**config.mk**
```make
export PLATFORM = sky130hd
export DESIGN_NAME = mem_refill_arbiter
export DESIGN_NICKNAME = d
export VERILOG_FILES = /design/src/rtl/mem_refill_arbiter.sv
export SDC_FILE = /design/constraint.sdc
export NUM_CORES = 1
export LEC_CHECK = 0
export CAP_MARGIN = 20
export CORE_ASPECT_RATIO = 2
export CORE_MARGIN = 5
export CORE_UTILIZATION = 40
export CTS_CLUSTER_SIZE = 20
export DETAILED_ROUTE_END_ITERATION = 10
export PLACE_DENSITY = 0.8
export SLEW_MARGIN = 40
export SYNTH_ARGS = -nofsm -noshare
export SYNTH_HDL_FRONTEND = slang
export SYNTH_SLANG_ARGS = --single-unit
```
**constraint.sdc**
```tcl
create_clock -name clk -period 2.4 [get_ports clk]
set_input_delay 0.48 -clock clk [delete_from_list [all_inputs] [get_ports clk]]
set_output_delay 0.48 -clock clk [all_outputs]
set_load 0.03 [all_outputs]
```
**src/rtl/mem_refill_arbiter.sv**
```systemverilog
// Round-robin arbiter and sequencer for the shared backing-memory port:
// two-word line refills for I$/D$ and single-word D$ write-through.
module mem_refill_arbiter #(
  parameter int unsigned WIDTH     = 32,
  parameter int unsigned ADDR_BITS = 17
) (
  input  logic                 clk,
  input  logic                 rst,
  input  logic                 i_req,
  input  logic [WIDTH-1:0]     i_addr,
  input  logic                 d_req,
  input  logic                 d_we,
  input  logic [WIDTH-1:0]     d_addr,
  input  logic [31:0]          d_wdata,
  input  logic [3:0]           d_wmask,
  output logic                 i_done,
  output logic                 d_done,
  output logic [63:0]          line_data,
  output logic                 busy,
  output logic                 mem_req,
  output logic                 mem_we,
  output logic [ADDR_BITS-1:0] mem_addr,
  output logic [31:0]          mem_wdata,
  output logic [3:0]           mem_wmask,
  input  logic                 mem_ack,
  input  logic [31:0]          mem_rdata
);

  typedef enum logic [2:0] {IDLE, RD_LO, RD_HI, WR, DONE} state_t;

  state_t               state, state_next;
  logic                 owner_d;
  logic                 last_d;
  logic [ADDR_BITS-3:0] word_q;
  logic [31:0]          wdata_q;
  logic [3:0]           wmask_q;
  logic                 gnt_any;
  logic                 gnt_d;
  logic [ADDR_BITS-3:0] gnt_word;
  logic                 unused_addr;

  // Address bits above the memory and the byte offset never reach the port.
  assign unused_addr = ^{i_addr[WIDTH-1:ADDR_BITS], i_addr[1:0],
                         d_addr[WIDTH-1:ADDR_BITS], d_addr[1:0]};

  always_comb begin
    gnt_any    = i_req | d_req;
    gnt_d      = d_req & (~i_req | ~last_d);
    gnt_word   = gnt_d ? d_addr[ADDR_BITS-1:2] : i_addr[ADDR_BITS-1:2];
    state_next = state;
    mem_req    = 1'b0;
    mem_we     = 1'b0;
    mem_addr   = '0;
    mem_wdata  = '0;
    mem_wmask  = '0;
    i_done     = 1'b0;
    d_done     = 1'b0;
    busy       = (state != IDLE);
    case (state)
      IDLE: if (gnt_any) state_next = (gnt_d && d_we) ? WR : RD_LO;
      RD_LO: begin
        mem_req  = 1'b1;
        mem_addr = {word_q[ADDR_BITS-3:1], 3'b000};
        if (mem_ack) state_next = RD_HI;
      end
      RD_HI: begin
        mem_req  = 1'b1;
        mem_addr = {word_q[ADDR_BITS-3:1], 3'b100};
        if (mem_ack) state_next = DONE;
      end
      WR: begin
        mem_req   = 1'b1;
        mem_we    = 1'b1;
        mem_addr  = {word_q, 2'b00};
        mem_wdata = wdata_q;
        mem_wmask = wmask_q;
        if (mem_ack) state_next = DONE;
      end
      DONE: begin
        i_done     = ~owner_d;
        d_done     = owner_d;
        state_next = IDLE;
      end
      default: state_next = IDLE;
    endcase
  end

  always_ff @(posedge clk or negedge rst) begin
    if (!rst) begin
      state     <= IDLE;
      owner_d   <= 1'b0;
      last_d    <= 1'b1;
      word_q    <= '0;
      wdata_q   <= '0;
      wmask_q   <= '0;
      line_data <= '0;
    end else begin
      state <= state_next;
      if (state == IDLE && gnt_any) begin
        owner_d <= gnt_d;
        word_q  <= gnt_word;
        if (gnt_d && d_we) begin
          wdata_q <= d_wdata;
          wmask_q <= d_wmask;
        end
      end
      if (state == RD_LO && mem_ack) line_data[31:0]  <= mem_rdata;
      if (state == RD_HI && mem_ack) line_data[63:32] <= mem_rdata;
      if (state == DONE) last_d <= owner_d;
    end
  end

endmodule

```
======== After elaboration in Yosys (flattened, before gate mapping) ========
Index checks and enable logic that the tools add are counted.
W data, S select, Z words.
word-level totals
  logic and storage cells ................. 44
  register bits after elaboration ......... 120
  input bits .............................. 138
  output and inout port bits .............. 122
cells by class
  muxes and demuxes ....................... 13
  reduce and logical (&&, ||, !) cells .... 10
  bitwise operators ....................... 6
  equal/unequal tests ..................... 7
operators by type and width
  operator              count
  $pmux W17 S3          1
  $mux W32              1
  $mux W15              1
  $mux W3               3
  $pmux W3 S3           1
  $eq A3 B2 Y1 const B  2
  $logic_and A1 B1 Y1   4
  $mux W1               4
  $mux W4               1
  $ne A2 B2 Y1 const B  2
  $eq A3 B1 Y1 const B  1
  $eq A3 B3 Y1 const B  1
  $logic_not A3 Y1      1
  $not A1 Y1            3
  $reduce_and A3 Y1     1
  $reduce_bool A3 Y1    1
  $reduce_or A3 Y1      1
  $mux W2               1
  $ne A2 B1 Y1 const B  1
  $or A1 B1 Y1          2
  $reduce_and A2 Y1     1
  $reduce_or A2 Y1      1
  $and A1 B1 Y1         1

======== Logic depth before layout (Yosys ltp) ========
Gate-level depths: netlist of the first run.
  depth after elaboration ................. 7
  mapped depth ............................ 6
  depth with buffers taken out ............ 3

======== Worst setup path after synthesis of the first run ========
Ideal clock, no wire load.
  path kind ............................... reg-to-output
  start ................................... register state[2]
  end ..................................... output port mem_wdata[22]
  stages on the path, launching flop included .. 6
  slack ................................... 0.294 ns
  data required time ...................... 1.920 ns
  arrival ................................. 1.626 ns
  path buffers ............................ 2
  cell sequence ........................... dfrtp_1 -> buf_2 -> nand2b_1 -> nor2_1 -> buf_2 -> and2_1
on the way
  cells in the longest elaborated chain, start to end .. 2
ends and longest elaborated chain
  element                   line  RTL
  start: declaration        31    state_t state, state_next;
  start signal: assignment  98    state <= state_next;
  $eq A3 B2 Y1              59    case (state)
  $mux W32                  59
  end: declaration          23    output logic [31:0] mem_wdata,
No other way between the ends.

======== Worst setup path in the final report of the first run ========
  start ................................... register state[1]
  end ..................................... output port mem_addr[2]
on the way
  cells in the longest elaborated chain, start to end .. 2
  elaborated cells between the ends (all ways) .. 4
  those cells by class .................... eq/ne (3); mux (1)
ends and longest elaborated chain
  element                                       line  RTL
  $eq A3 B2 Y1 or $eq A3 B1 Y1 (tied branches)  59
  $pmux W17 S3 *                                59
  end: declaration                              22    output logic [ADDR_BITS-1:0] mem_addr,
Every way passes the cells marked *; elsewhere a longest branch is shown, timed or not.

==> impl_metrics.json, run 1 <==
{
  "status": "finished, final reports clean",
  "finalSetupViolations": 0,
  "clockBufferDepth": 2,
  "placed_area_sq_um": 7380,
  "vias_per_cell": 5.05,
  "synth_flop_cell": "dfrtp_1",
  "cts_sinks": 120,
  "ys_ff_latch": 120,
  "cp.arrival_ns": 1.80,
  "io_buffers": 223,
  "yosysWarnings": 0,
  "p_total_mw": 12.2,
  "fin_crit_ns": 2.28,
  "finalClockSkew_ns": 0.00760,
  "synth_edf_count": 0,
  "seq_area_frac_synth_pct": 58.7,
  "yosysTopAreaCell": "dfrtp_1",
  "synth.most_common_cell": "dfrtp_1",
  "highest_layer": "met4",
  "nets": 721,
  "power.density_nw_per_um2": 1520,
  "synth_commonest_cells": "dfrtp_1 (119), mux2_2 (89), and2_1 (50), nand4b_1 (16), o221a_2 (14)",
  "final_area_sq_um": 8030,
  "maxSlewHeadroom_pct": 56.3,
  "synth_top_area_share_pct": 58.1,
  "tightest_slew_ns": 0.656,
  "critPathCaptureType": "output port",
  "hold_violations": 0,
  "cts_hold_buf": 0,
  "wl_met3_microns": 811,
  "drt_iter0_markers": 96,
  "synth.distinct_cells": 31,
  "drc": 0,
  "start_util_pct": 40.8,
  "r2r_slack_ns": 0.33,
  "dieArea_sq_um": 15300,
  "antenna_found_initial": 0,
  "fmax_mhz": 439,
  "drt-total-wl_microns": 14800,
  "wirelength_met1_microns": 4980,
  "ir_worst_vdd_mv": 0.889,
  "dr.pass1.iters": 4,
  "wl_met2_microns": 8470,
  "htree_levels": 4,
  "grt_pass1_vias": 4170,
  "crit_path_cell_trace": "inv_1, a211oi_1, dlygate4sd2_1",
  "n_antenna_cell": 0,
  "crit_type": "flip-flop to output port",
  "overflow": 0,
  "cts_buffers": 17,
  "critical_path.max_fanout": 7,
  "drive_gt1_share_pct": 34.9,
  "critPathRequiredTime_ns": 1.92,
  "cts_tree": "yes",
  "placementRows": 58,
  "cp-start-kind": "flip-flop",
  "die_w_microns": 90.0,
  "dp_hpwl_microns": 10500,
  "hold_class": "input port to async pin",
  "die_h_microns": 170,
  "leakagePower_nw": 3.42,
  "core-area_sq_um": 12600,
  "place_congestion": 0.780,
  "synth_area_sq_um": 5120,
  "clk-insertion-delay-late_ns": 0.41,
  "area.growth.synth_to_final_pct": 56.8,
  "min_period_over_period_pct": 94.8,
  "vias": 3765,
  "avgSynthCellArea_sq_um": 14.5,
  "ant_nets": 0,
  "clkTransAtPathRegs_ns": 0.06,
  "synth_area_leaders": "dfrtp_1 (58%), mux2_2 (20%), and2_1 (6.1%)",
  "pin_count": 260,
  "wire_per_inst_microns": 19.8,
  "max_cap_violations": 0,
  "slowest_stage": "dfrtp_1",
  "grt_pass1_wl_microns": 22500,
  "slew_viol_final": 0,
  "cts_root_buf": "clkbuf_16",
  "finalSetupTns_ns": 0,
  "grt_setup_unrepaired": "no",
  "n_fill_cell": 988,
  "async_reset_ff_share_pct": 100,
  "grt_usage_pct": 18.7,
  "cpPeakStageDelay_ns": 0.52,
  "synthCells": 354,
  "grt_max_degree": 121
}
## registers in the layout (all words and copies together) (netlist names)
register and flops:
state 3, owner_d 1, word_q 15, last_d 1, line_data 64, wmask_q 4
wdata_q 32
## path summary, 6_finish.rpt
kind / from / endpoint / cells past startpoint
setup / recovery: state[1]$_DFFE_PN0P_ / mem_addr[2] / 3
hold / removal: rst / wdata_q[17]$_DFFE_PN0P_ / 2
setup reg to reg: state[2]$_DFFE_PN0P_ / word_q[12]$_DFFE_PN0P_ / 5
hold reg to reg: state[2]$_DFFE_PN0P_ / state[2]$_DFFE_PN0P_ / 1
max in group asynchronous: rst / line_data[23]$_DFFE_PN0P_ / 2
min in group clk: state[2]$_DFFE_PN0P_ / state[2]$_DFFE_PN0P_ / 1
## cell usage in the layout (no fill, tap or decap), types with 5 or more instances in the layout
cell	count
buf_4	58
clkdlybuf4s50_1	166
clkbuf_16	18
mux2_2	89
buf_12	5
nand4b_1	16
mux2_1	11
and2_1	50
o221a_2	14
dfrtp_1	117
## area by class of cell
class,instances,area [sq um],share of cell area (%)
flip-flops and latches,120,3010,37.4
repair buffers,234,2260,28.1
multi-input cells,207,1960,24.5
clock buffers,18,429,5.35
well taps,150,188,2.34
clock inverters,14,174,2.17
inverters,3,11.3,0.140
## power by group
part	leakage, nW	total, mW	internal, mW	switching, mW
combinational	1.72	6.00	2.75	3.25
clock	0.283	2.58	1.64	0.943
sequential	1.41	3.61	3.06	0.545
total	3.42	12.2	7.45	4.74
## kinds of logic after synthesis
kind of cell    synth area share (%)
buf+inv                         3.40
other cells                   0.0732
simple gates                    11.5
compound gates                  4.37
mux                             22.0
flops                           58.7
## routing by layer
layer,up-vias,global-route usage [%]
met4,0,9.20
met5,-,0
met2,150,34.5
met1,1876,18.9
li1,1712,-
met3,27,5.66
## worst max-delay path, delay by kind of cell (launching register included)
kind                   cells  cell delay, ns
flip-flops                 1            0.52
AO/OA/AOI/OAI              1            0.27
buffers and inverters      2            0.61
## repair_timing
action | 4_1_cts | 5_1_grt
gates resized for setup | 4 | 4
endpoints found under the setup margin | 4 | 36
cloned | 0 | 1
pin swaps | 0 | 1
setup buffers | 0 | 2
## per-stage QoR
stage	utilization (%)	setup slack, ns	hold slack (ns)	cells
floorplan	-	0.294	0.184	355
global placement	58.8	0.321	0.466	711
detailed placement	58.8	0.269	0.481	711
CTS	63.6	0.00882	0.183	743
global route	64.0	0.0321	0.217	746
finish	64.0	0.124	0.146	746
No activity file was read; power rests on OpenSTA's default activity.
==> inputs of run 2 (changes only) <==
--- a/config.mk
+++ b/config.mk
@@ -9,7 +9,6 @@
 export CORE_ASPECT_RATIO = 2
 export CORE_MARGIN = 5
 export CORE_UTILIZATION = 40
-export CTS_CLUSTER_SIZE = 20
 export DETAILED_ROUTE_END_ITERATION = 10
 export PLACE_DENSITY = 0.8
 export SLEW_MARGIN = 40
==> results of run 2 <==
The final DEF is identical to that of run 1; final timing and power are the same.
==> inputs of run 3 (changes only) <==
--- a/config.mk
+++ b/config.mk
@@ -5,12 +5,12 @@
 export SDC_FILE = /design/constraint.sdc
 export NUM_CORES = 1
 export LEC_CHECK = 0
-export CAP_MARGIN = 20
+export ABC_AREA = 1
 export CORE_ASPECT_RATIO = 2
 export CORE_MARGIN = 5
-export CORE_UTILIZATION = 40
+export CORE_UTILIZATION = 41
 export DETAILED_ROUTE_END_ITERATION = 10
-export PLACE_DENSITY = 0.8
+export PLACE_DENSITY = 0.81
 export SLEW_MARGIN = 40
 export SYNTH_ARGS = -nofsm -noshare
 export SYNTH_HDL_FRONTEND = slang
==> impl_metrics.json, run 3 <==
{
  "final_common_cell": "clkdlybuf4s50_1",
  "clkTransAtPathRegs_ns": 0.05,
  "largest_register": "line_data",
  "pwr-share-clk_pct": 22.6,
  "synth_top_area_share_pct": 56.8,
  "synth_commonest_cells": "nand2_1 (140), dfrtp_1 (119), inv_1 (106), nor2_1 (72), o21ai_0 (69)",
  "cts_sinks": 120,
  "grt_setup_unrepaired": "no",
  "instances_no_fill": 988,
  "die_w_microns": 90.0,
  "cts_buffers": 17,
  "wire_per_inst_microns": 14.7,
  "synth_area_leaders": "dfrtp_1 (57%), nand2_1 (10%), inv_1 (7.6%)",
  "grt_pass1_vias": 4683,
  "async_reset_ff_share_pct": 100,
  "area.growth.synth_to_final_pct": 51.8,
  "drt_iter0_markers": 179,
  "dp_hpwl_microns": 10800,
  "leakagePower_nw": 3.96,
  "vias": 4606,
  "dr.pass1.iters": 4,
  "pwr-share-seq_pct": 30.3,
  "placementRows": 58,
  "clockBufferDepth": 2,
  "max_cap_violations": 0,
  "ys_ff_latch": 120,
  "finalSetupViolations": 0,
  "finalClockSkew_ns": 0.0132,
  "synth_edf_count": 0,
  "yosysWarnings": 0,
  "critPathRequiredTime_ns": 1.92,
  "crit_buf_inv": 2,
  "clk-insertion-delay-late_ns": 0.41,
  "synthCells": 604,
  "synth_area_sq_um": 5250,
  "cts_tree": "yes",
  "critical_path.max_fanout": 4,
  "largest_register_ffs": 64,
  "maxSlewHeadroom_pct": 55.7,
  "combPwrFrac_pct": 47.1,
  "grt_max_degree": 65,
  "io_buffers": 223,
  "grt_pass1_wl_microns": 23200,
  "p_switching_mw": 4.65,
  "hold_violations": 0,
  "nets": 963,
  "cp-start-kind": "flip-flop",
  "n_fill_cell": 1079,
  "vias_per_cell": 4.66,
  "overflow": 0,
  "ant_nets": 0,
  "drt-total-wl_microns": 14600,
  "ir_worst_vdd_mv": 0.831,
  "htree_levels": 4,
  "cp.arrival_ns": 1.81,
  "core-area_sq_um": 12600,
  "fmax_mhz": 437,
  "finalSetupTns_ns": 0,
  "synth.most_common_cell": "nand2_1",
  "hold_class": "input port to async pin",
  "antenna_found_initial": 1,
  "synth_flop_cell": "dfrtp_1",
  "p_total_mw": 11.2,
  "dieArea_sq_um": 15300,
  "avgSynthCellArea_sq_um": 8.68,
  "slowest_stage": "clkdlybuf4s50_1",
  "post_cts_buffers": 0,
  "grt_usage_pct": 19.1,
  "p_sw_share_pct": 41.5,
  "pin_count": 260,
  "power.density_nw_per_um2": 1410,
  "holdWs_ns": 0.0476,
  "yosysTopAreaCell": "dfrtp_1",
  "slew_viol_final": 0,
  "placed_cells": 956,
  "seq_area_frac_synth_pct": 57.3,
  "start_util_pct": 41.8,
  "tightest_slew_ns": 0.663,
  "crit_family": "buffers and inverters",
  "crit_type": "flip-flop to output port",
  "synth.distinct_cells": 25,
  "drive_gt1_share_pct": 13.4,
  "status": "finished, final reports clean",
  "cts_root_buf": "clkbuf_16",
  "cpPeakStageDelay_ns": 0.72,
  "cts_hold_buf": 0,
  "fin_crit_ns": 2.29,
  "critPathCaptureType": "output port",
  "largest_registers": "line_data x64, wdata_q x32, word_q x15",
  "place_congestion": 0.813,
  "p_int_mw": 6.54,
  "die_h_microns": 170,
  "drc": 0,
  "crit_path_cell_trace": "inv_2, nand2_1, a21oi_1, clkdlybuf4s50_1",
  "min_period_over_period_pct": 95.4,
  "layout_common_cells": "clkdlybuf4s50_1 (168), nand2_1 (140), dfrtp_1 (118), inv_1 (105), nor2_1 (72)"
}
## run 3: cell count changes after synthesis, sizes merged, moves of 50 or more
| cell | previous run | this run |
|---|---|---|
| nor2 | 4 | 76 |
| o21ai | 0 | 102 |
| mux2 | 100 | 0 |
| and2 | 50 | 0 |
| inv | 3 | 107 |
| nand2 | 3 | 144 |
## run 3: logic make-up after synthesis
kind of cell    after synthesis  synth area share, %
simple gates                224                 17.2
buf+inv                     139                 11.9
flops                       120                 57.3
compound gates              120                 13.5
other cells                   1               0.0715
## run 3: final cells by class
type                            instances  area (sq um)  area share, %
Antenna cell                            1          2.50         0.0314
Inverter                              107           402           5.04
Multi-Input combinational cell        346          1620           20.3
Clock buffer                           19           443           5.56
Timing Repair Buffer                  233          2150           27.0
Tap cell                              150           188           2.36
Sequential cell                       120          3010           37.7
Clock inverter                         12           150           1.89
## run 3: power groups by stage
| stage | clock, mW | combinational, mW | sequential [mW] |
|---|---|---|---|
| after floorplan | 0 | 2.40 | 4.33 |
| after global placement | 0 | 5.41 | 3.37 |
| after detailed placement | 0 | 5.51 | 3.42 |
| after CTS | 2.59 | 5.37 | 3.40 |
| after global routing | 2.69 | 5.70 | 3.51 |
| final | 2.53 | 5.27 | 3.39 |
## run 3: path summary, 6_finish.rpt
check,from,to,slack (ns),cells past startpoint
setup / recovery,state[2]$_DFFE_PN0P_,mem_addr[2],0.11,4
hold reg to reg,line_data[27]$_DFFE_PN0P_,line_data[27]$_DFFE_PN0P_,0.48,2
max in group asynchronous,rst,line_data[53]$_DFFE_PN0P_,1.66,2
setup reg to reg,state[0]$_DFFE_PN0P_,owner_d$_DFFE_PN0P_,0.71,6
min in group clk,line_data[27]$_DFFE_PN0P_,line_data[27]$_DFFE_PN0P_,0.48,2
hold / removal,rst,line_data[10]$_DFFE_PN0P_,0.05,1
## run 3: what timing repair did
item / CTS / global route
gates resized for setup: 70 / 51
setup endpoints to repair: 49 / 45
pin swaps: 0 / 0
## run 3: per-layer routing
layer	GRT usage, %	wire length, microns	vias to the layer above
met4	11.3	818	0
met2	34.7	7620	172
met1	18.7	5210	2105
met5	0	0	-
li1	-	-	2280
met3	6.19	900	49
## run 3: per-stage QoR
| stage | util, % | area (sq um) | worst slack [ns] |
|---|---|---|---|
| 2_1_floorplan | - | 5250 | 0.185 |
| 3_3_place_gp | 60.1 | 7540 | 0.0950 |
| 3_5_place_dp | 60.1 | 7540 | 0.0941 |
| 4_1_cts | 64.5 | 8100 | 0.000198 |
| 5_1_grt | 63.4 | 7960 | 0.00236 |
| 6_report | 63.4 | 7960 | 0.111 |
